===== src/rtl/reset_sequencer_pkg.sv =====
// ---------------------------------------------------------------------------
// reset_sequencer_pkg
// Shared definitions for the reset sequencer family: FSM state encoding,
// default parameter values and a small abort-condition helper.
// ---------------------------------------------------------------------------
package reset_sequencer_pkg;

    // Default parameter values shared by every sequencer instance.
    localparam int unsigned DEF_N_OUT          = 4;
    localparam int unsigned DEF_HOLD_CYCLES    = 10;
    localparam int unsigned DEF_STAGGER_CYCLES = 4;
    localparam int unsigned DEF_LOCK_FILTER    = 3;

    localparam int unsigned SEQ_STATE_W = 3;

    // Sequencer FSM states.
    typedef enum logic [SEQ_STATE_W-1:0] {
        ST_ASSERT    = 3'd0,
        ST_WAIT_LOCK = 3'd1,
        ST_HOLD      = 3'd2,
        ST_RELEASE   = 3'd3,
        ST_RUN       = 3'd4
    } seq_state_e;

    // A sequence that has qualified lock is torn down on lock loss or a
    // software request.
    function automatic logic seq_abort(input logic lock_s, input logic sw_req);
        return (!lock_s) || sw_req;
    endfunction

endpackage


===== src/rtl/bit_sync.sv =====
// ---------------------------------------------------------------------------
// bit_sync
// Two-flop synchroniser for a single asynchronous level signal.
// Ports:
//   pclk  - destination clock (rising edge)
//   rst_n - synchronous active-low reset, clears both flops
//   i_d   - asynchronous input
//   o_q   - synchronised output (two pclk cycles of latency)
// ---------------------------------------------------------------------------
module bit_sync (
    input  logic pclk,
    input  logic rst_n,
    input  logic i_d,
    output logic o_q
);

    logic r_meta;
    logic r_sync;

    // First flop may go metastable; second flop gives it a cycle to resolve.
    always_ff @(posedge pclk) begin
        if (!rst_n) begin
            r_meta <= 1'b0;
            r_sync <= 1'b0;
        end else begin
            r_meta <= i_d;
            r_sync <= r_meta;
        end
    end

    assign o_q = r_sync;

endmodule


===== src/rtl/reset_sequencer.sv =====
// ---------------------------------------------------------------------------
// reset_sequencer
// Qualifies PLL lock, holds all downstream resets for a fixed time, then
// releases them one by one in ascending index order with a fixed stagger.
// Lock loss or a software request tears the sequence down again.
// Ports:
//   pclk         - sole clock (rising edge)
//   rst_n        - synchronous active-low reset
//   locked       - PLL/MMCM lock, asynchronous to pclk
//   sw_reset_req - single-cycle software reset request (pclk domain)
//   reset_out    - active-high reset per downstream domain, bit k releases k-th
//   done         - every reset_out bit released
//   busy         - sequencer not in RUN
// ---------------------------------------------------------------------------
module reset_sequencer
    import reset_sequencer_pkg::*;
#(
    parameter int unsigned N_OUT          = DEF_N_OUT,
    parameter int unsigned HOLD_CYCLES    = DEF_HOLD_CYCLES,
    parameter int unsigned STAGGER_CYCLES = DEF_STAGGER_CYCLES,
    parameter int unsigned LOCK_FILTER    = DEF_LOCK_FILTER
) (
    input  logic             pclk,
    input  logic             rst_n,
    input  logic             locked,
    input  logic             sw_reset_req,
    output logic [N_OUT-1:0] reset_out,
    output logic             done,
    output logic             busy
);

    localparam int unsigned FILT_W = $clog2(LOCK_FILTER + 1);
    localparam int unsigned HOLD_W = $clog2(HOLD_CYCLES + 1);
    localparam int unsigned STAG_W = $clog2(STAGGER_CYCLES + 1);
    localparam int unsigned IDX_W  = $clog2(N_OUT + 1);

    // Counter values on the cycle before their threshold is reached.
    localparam logic [FILT_W-1:0] FILT_LAST = FILT_W'(LOCK_FILTER - 1);
    localparam logic [HOLD_W-1:0] HOLD_LAST = HOLD_W'(HOLD_CYCLES - 1);
    localparam logic [STAG_W-1:0] STAG_LAST = STAG_W'(STAGGER_CYCLES - 1);
    localparam logic [IDX_W-1:0]  IDX_LAST  = IDX_W'(N_OUT - 1);
    localparam logic [N_OUT-1:0]  ALL_ON    = '1;
    localparam logic [N_OUT-1:0]  BIT0      = N_OUT'(1);

    seq_state_e        r_state;
    logic [FILT_W-1:0] r_filt_cnt;
    logic [HOLD_W-1:0] r_hold_cnt;
    logic [STAG_W-1:0] r_stag_cnt;
    logic [IDX_W-1:0]  r_idx;
    logic [N_OUT-1:0]  r_reset_out;
    logic              r_done;
    logic              r_busy;

    seq_state_e        w_state_nxt;
    logic [FILT_W-1:0] w_filt_nxt;
    logic [HOLD_W-1:0] w_hold_nxt;
    logic [STAG_W-1:0] w_stag_nxt;
    logic [IDX_W-1:0]  w_idx_nxt;
    logic [N_OUT-1:0]  w_reset_nxt;
    logic              w_done_nxt;

    logic              w_lock_s;
    logic              w_abort;
    logic [IDX_W-1:0]  w_idx_inc;
    logic [N_OUT-1:0]  w_clr_mask;

    // Raw lock only ever reaches the synchroniser.
    bit_sync u_lock_sync (
        .pclk  (pclk),
        .rst_n (rst_n),
        .i_d   (locked),
        .o_q   (w_lock_s)
    );

    assign w_abort    = seq_abort(w_lock_s, sw_reset_req);
    assign w_idx_inc  = r_idx + IDX_W'(1);
    // One-hot mask selecting the next bit to release.
    assign w_clr_mask = BIT0 << w_idx_inc;

    // Next-state and next-output logic.
    always_comb begin
        w_state_nxt = r_state;
        w_filt_nxt  = r_filt_cnt;
        w_hold_nxt  = r_hold_cnt;
        w_stag_nxt  = r_stag_cnt;
        w_idx_nxt   = r_idx;
        w_reset_nxt = r_reset_out;
        w_done_nxt  = r_done;

        case (r_state)
            ST_ASSERT: begin
                w_state_nxt = ST_WAIT_LOCK;
                w_filt_nxt  = '0;
                w_hold_nxt  = '0;
                w_stag_nxt  = '0;
                w_idx_nxt   = '0;
                w_reset_nxt = ALL_ON;
                w_done_nxt  = 1'b0;
            end

            // Software requests are deliberately ignored while waiting.
            ST_WAIT_LOCK: begin
                if (!w_lock_s) begin
                    w_filt_nxt = '0;
                end else if (r_filt_cnt == FILT_LAST) begin
                    w_filt_nxt  = r_filt_cnt + FILT_W'(1);
                    w_hold_nxt  = '0;
                    w_state_nxt = ST_HOLD;
                end else begin
                    w_filt_nxt = r_filt_cnt + FILT_W'(1);
                end
            end

            // Bit 0 releases on the same edge that leaves HOLD.
            ST_HOLD: begin
                if (w_abort) begin
                    w_state_nxt = ST_ASSERT;
                    w_reset_nxt = ALL_ON;
                    w_done_nxt  = 1'b0;
                end else if (r_hold_cnt == HOLD_LAST) begin
                    w_hold_nxt  = r_hold_cnt + HOLD_W'(1);
                    w_idx_nxt   = '0;
                    w_stag_nxt  = '0;
                    w_reset_nxt = r_reset_out & ~BIT0;
                    if (N_OUT == 1) begin
                        w_state_nxt = ST_RUN;
                        w_done_nxt  = 1'b1;
                    end else begin
                        w_state_nxt = ST_RELEASE;
                    end
                end else begin
                    w_hold_nxt = r_hold_cnt + HOLD_W'(1);
                end
            end

            // r_idx tracks the most recently released bit.
            ST_RELEASE: begin
                if (w_abort) begin
                    w_state_nxt = ST_ASSERT;
                    w_reset_nxt = ALL_ON;
                    w_done_nxt  = 1'b0;
                end else if (r_stag_cnt == STAG_LAST) begin
                    w_stag_nxt  = '0;
                    w_idx_nxt   = w_idx_inc;
                    w_reset_nxt = r_reset_out & ~w_clr_mask;
                    if (w_idx_inc == IDX_LAST) begin
                        w_state_nxt = ST_RUN;
                        w_done_nxt  = 1'b1;
                    end
                end else begin
                    w_stag_nxt = r_stag_cnt + STAG_W'(1);
                end
            end

            ST_RUN: begin
                if (w_abort) begin
                    w_state_nxt = ST_ASSERT;
                    w_reset_nxt = ALL_ON;
                    w_done_nxt  = 1'b0;
                end
            end

            default: begin
                w_state_nxt = ST_ASSERT;
                w_reset_nxt = ALL_ON;
                w_done_nxt  = 1'b0;
            end
        endcase
    end

    // State, counters and registered outputs.
    always_ff @(posedge pclk) begin
        if (!rst_n) begin
            r_state     <= ST_ASSERT;
            r_filt_cnt  <= '0;
            r_hold_cnt  <= '0;
            r_stag_cnt  <= '0;
            r_idx       <= '0;
            r_reset_out <= ALL_ON;
            r_done      <= 1'b0;
            r_busy      <= 1'b1;
        end else begin
            r_state     <= w_state_nxt;
            r_filt_cnt  <= w_filt_nxt;
            r_hold_cnt  <= w_hold_nxt;
            r_stag_cnt  <= w_stag_nxt;
            r_idx       <= w_idx_nxt;
            r_reset_out <= w_reset_nxt;
            r_done      <= w_done_nxt;
            r_busy      <= (w_state_nxt != ST_RUN);
        end
    end

    assign reset_out = r_reset_out;
    assign done      = r_done;
    assign busy      = r_busy;

endmodule


===== config.mk =====
export PLATFORM = sky130hd
export DESIGN_NAME = reset_sequencer
export DESIGN_NICKNAME = d
export VERILOG_FILES = /design/src/rtl/reset_sequencer_pkg.sv /design/src/rtl/bit_sync.sv /design/src/rtl/reset_sequencer.sv
export SDC_FILE = /design/constraint.sdc
export NUM_CORES = 1
export LEC_CHECK = 0
export ABC_AREA = 1
export BUFFER_PORTS_ARGS = -buffer_cell sky130_fd_sc_hd__buf_2
export CAP_MARGIN = 15
export CELL_PAD_IN_SITES_DETAIL_PLACEMENT = 1
export CELL_PAD_IN_SITES_GLOBAL_PLACEMENT = 1
export CORE_MARGIN = 2
export CORE_UTILIZATION = 35
export CTS_CLUSTER_SIZE = 30
export DETAILED_ROUTE_END_ITERATION = 10
export PLACE_DENSITY = 0.72
export SYNTH_ARGS = -nofsm -noshare
export SYNTH_HDL_FRONTEND = slang
export SYNTH_HIERARCHICAL = 1
export SYNTH_SLANG_ARGS = --single-unit

===== constraint.sdc =====
create_clock -name pclk -period 3.1 [get_ports pclk]
set_clock_uncertainty 0.2 [all_clocks]
set_input_delay 0 -clock pclk [delete_from_list [all_inputs] [get_ports pclk]]
set_output_delay 0 -clock pclk [all_outputs]
set_load 0.02 [all_outputs]

==> results.ini <==
[min_path]
min_path_type=flop to flop

[synthesis]
synth_compound_area_share_pct=6.64
synthAdderAreaFrac_pct=8.79
synth_top_flop_cell=dfxtp_1
synth-xor-area-share_pct=0.684
synth-edff-count=0
synthDistinctLibCells=20
yosys_warnings=6
ys_ff_latch=23
yosysTopAreaCell=dfxtp_1
yosysTopAreaCellShare_pct=35.9
seq_area_frac_synth_pct=35.9
async_reset_ff_share_pct=0
synth_cells=193
syn-num-nets=206
synth_top_family_by_area=simple AND/OR/NAND/NOR gates
synth_mux_area_share_pct=0
synthSimpleGateAreaFrac_pct=39.9
syn_area_um2=1280
avgSynthCellArea_um2=6.64
synth_top_cells_by_area=dfxtp_1, nand2_1, ha_1

[timing]
fin_setup_tns_ns=0
max_slew.worst_pin.slew_ns=0.321
fmax_mhz=489
post-route-period-util_pct=66.0
rsz0062_at_grt=false
hold_viol_final=0
setup_violations=0
min_period_ns=2.05
slew_viol_final=0
maxSlewHeadroom_pct=78.4

[flow_run]
maxCapViolations=0

[cells_and_area]
fin_cells=256
num_antenna_cells=0
drive_above_1_share_pct=10.5
area_delta_synth_final_pct=13.6
fin_nets=224

[grt]
grt_max_degree=13
grt_pass1_wl_um=5660
grt_use_total_pct=17.0
grt_pass1_vias=1293
grt_antenna_before_repair=0
gr-total-overflow=0

[clock_tree]
cts_tree=done
clk_latency_ns=0.31
cts.clk_slew.worst_paths_ns=0.13
cts_num_sinks=23
cts-root-buf=clkbuf_4
cts_max_level=1
cts.path.max_buffers=2
cts_inserted_buffers=3
cts_resized=0

[power_and_ir_drop]
design_power_total_mw=0.526
powerDensity_nw_per_um2=362
p_leak_nw=0.667
ir_drop_uv=198

[placement]
hpwl_um=2580
placed_cells=247
gp_congestion=0.901
io_buffers=9

[critical_path]
path_class=flop to flop
critPathArrivalTime_ns=2.06
critPathMaxFanout=6
slowest_stage=dlygate4sd3_1
max_stage_delay_ns=0.55
worst-endpoint-required_ns=3.12
endpoint_kind=flop
worst_setup_path_start_kind=flop
cp_cell_sequence=nor2_2, inv_2, nor2_2, nor2_1, nand3_1, nand2_1, nand3_1, dlygate4sd3_1

[routing]
num_vias=1248
first_pass_iters=4
drc=0
viasPerCell=4.88
routedWlPerCell_um=12.8
antenna_left=0
wirelength_um=3270
drtIter0Drc=51

[die]
start_util_pct=37.5
chipWidth_um=64.5
die_area_um2=4160
die_h_um=64.5
io_pins=10
coreArea_um2=3420
fp-row-count=21

[status]
outcome=completed

==> layer usage <==
metal  track usage [%]  part of all wire [%]  vias up
met3              2.08                   2.6        2
met1              21.7                    49      587
met2              30.9                    47       12
met4              3.19                  0.43        0
li1                  -                     -      647
met5                 0                     0        -
==> area by class of cell <==
cell class / count / area [um2]
timing repair buffer: 14 / 95.1
inverter: 26 / 97.6
sequential: 23 / 460
multi-input combinational: 143 / 718
tap: 46 / 57.6
clock buffer: 4 / 26.3
fill: 459 / 1960
==> through the flow <==
step / utilization, % / worst slack, ns / cell area [um2] / hold WS, ns
floorplan: - / 1.52 / 1280 / -0.107
global placement: 40.4 / 1.45 / 1380 / -0.0244
detailed placement: 40.4 / 1.36 / 1380 / -0.0130
CTS: 42.6 / 1.05 / 1460 / 0.246
global route: 42.6 / 0.909 / 1460 / 0.279
finish: 42.6 / 1.05 / 1460 / 0.239
==> registers in the layout, summed over array words and instances (netlist names), 2 cells and up <==
signal,count
r_hold_cnt,4
r_state,3
reset_out,4
r_stag_cnt,3
r_filt_cnt,2
r_idx,3
==> worst max-delay path: cells and delay by family, from the launching register on <==
| family | cells | cell delay, ns |
|---|---|---|
| AND/OR/NAND/NOR | 6 | 0.58 |
| buffers and inverters | 2 | 0.65 |
| flip-flops | 1 | 0.53 |
==> cells in the final DEF (no fill, tap or decap), drive strengths merged <==
| master | instances |
|---|---|
| clkbuf | 4 |
| buf | 9 |
| a21oi | 10 |
| dlygate4sd3 | 5 |
| nor2 | 32 |
| clkinv | 1 |
| o21ai | 4 |
| dfxtp | 23 |
| ha | 9 |
| inv | 25 |
| nor3 | 1 |
| nand4 | 5 |
| nand3 | 23 |
| xnor2 | 1 |
| o211ai | 1 |
| nand2 | 56 |
| a22oi | 1 |
==> kinds of logic (layout without fill, tap and decap cells) <==
group / count (synthesis) / count (layout)
and+or+nand+nor: 117 / 117
xor gates and xnor gates: 1 / 1
buffers and inverters: 27 / 44
adders and majority gates: 9 / 9
AOI/OAI and AO/OA: 16 / 16
DFF: 23 / 23
==> where the power goes <==
| group | leakage (nW) | switching [mW] | total (mW) | internal, mW |
|---|---|---|---|---|
| registers | 0.188 | 0.00716 | 0.312 | 0.305 |
| clock network | 0.0150 | 0.0919 | 0.142 | 0.0502 |
| logic | 0.464 | 0.0466 | 0.0719 | 0.0254 |
| total | 0.667 | 0.146 | 0.526 | 0.381 |
==> what timing repair did <==
item / in CTS / in global routing
buffers inserted: 0 / 0
hold buffers: 5 / 0
endpoints found under the hold margin: 14 / 0
==> Yosys cell counts (2+ instances only) <==
library cell / n
nor2_2: 2
nand4_1: 5
inv_1: 22
inv_2: 3
nand2_2: 2
dfxtp_1: 23
nor2_1: 28
o21ai_0: 4
a21oi_1: 10
nand2_1: 54
ha_1: 9
nand3_1: 22
nor2_4: 2
==> final timing paths <==
check	slack, ns	endpoint	depth (start not counted)	start
setup / recovery	1.05	reset_out[0]$_SDFFE_PN1P_	8	r_state[2]$_SDFF_PN0_
hold / removal	0.24	u_lock_sync/o_q$_SDFF_PN0_	2	u_lock_sync/r_meta$_SDFF_PN0_
setup reg to reg	1.05	reset_out[0]$_SDFFE_PN1P_	8	r_state[2]$_SDFF_PN0_
hold reg to reg	0.24	u_lock_sync/o_q$_SDFF_PN0_	2	u_lock_sync/r_meta$_SDFF_PN0_
Power figures use the tool's default switching activity.
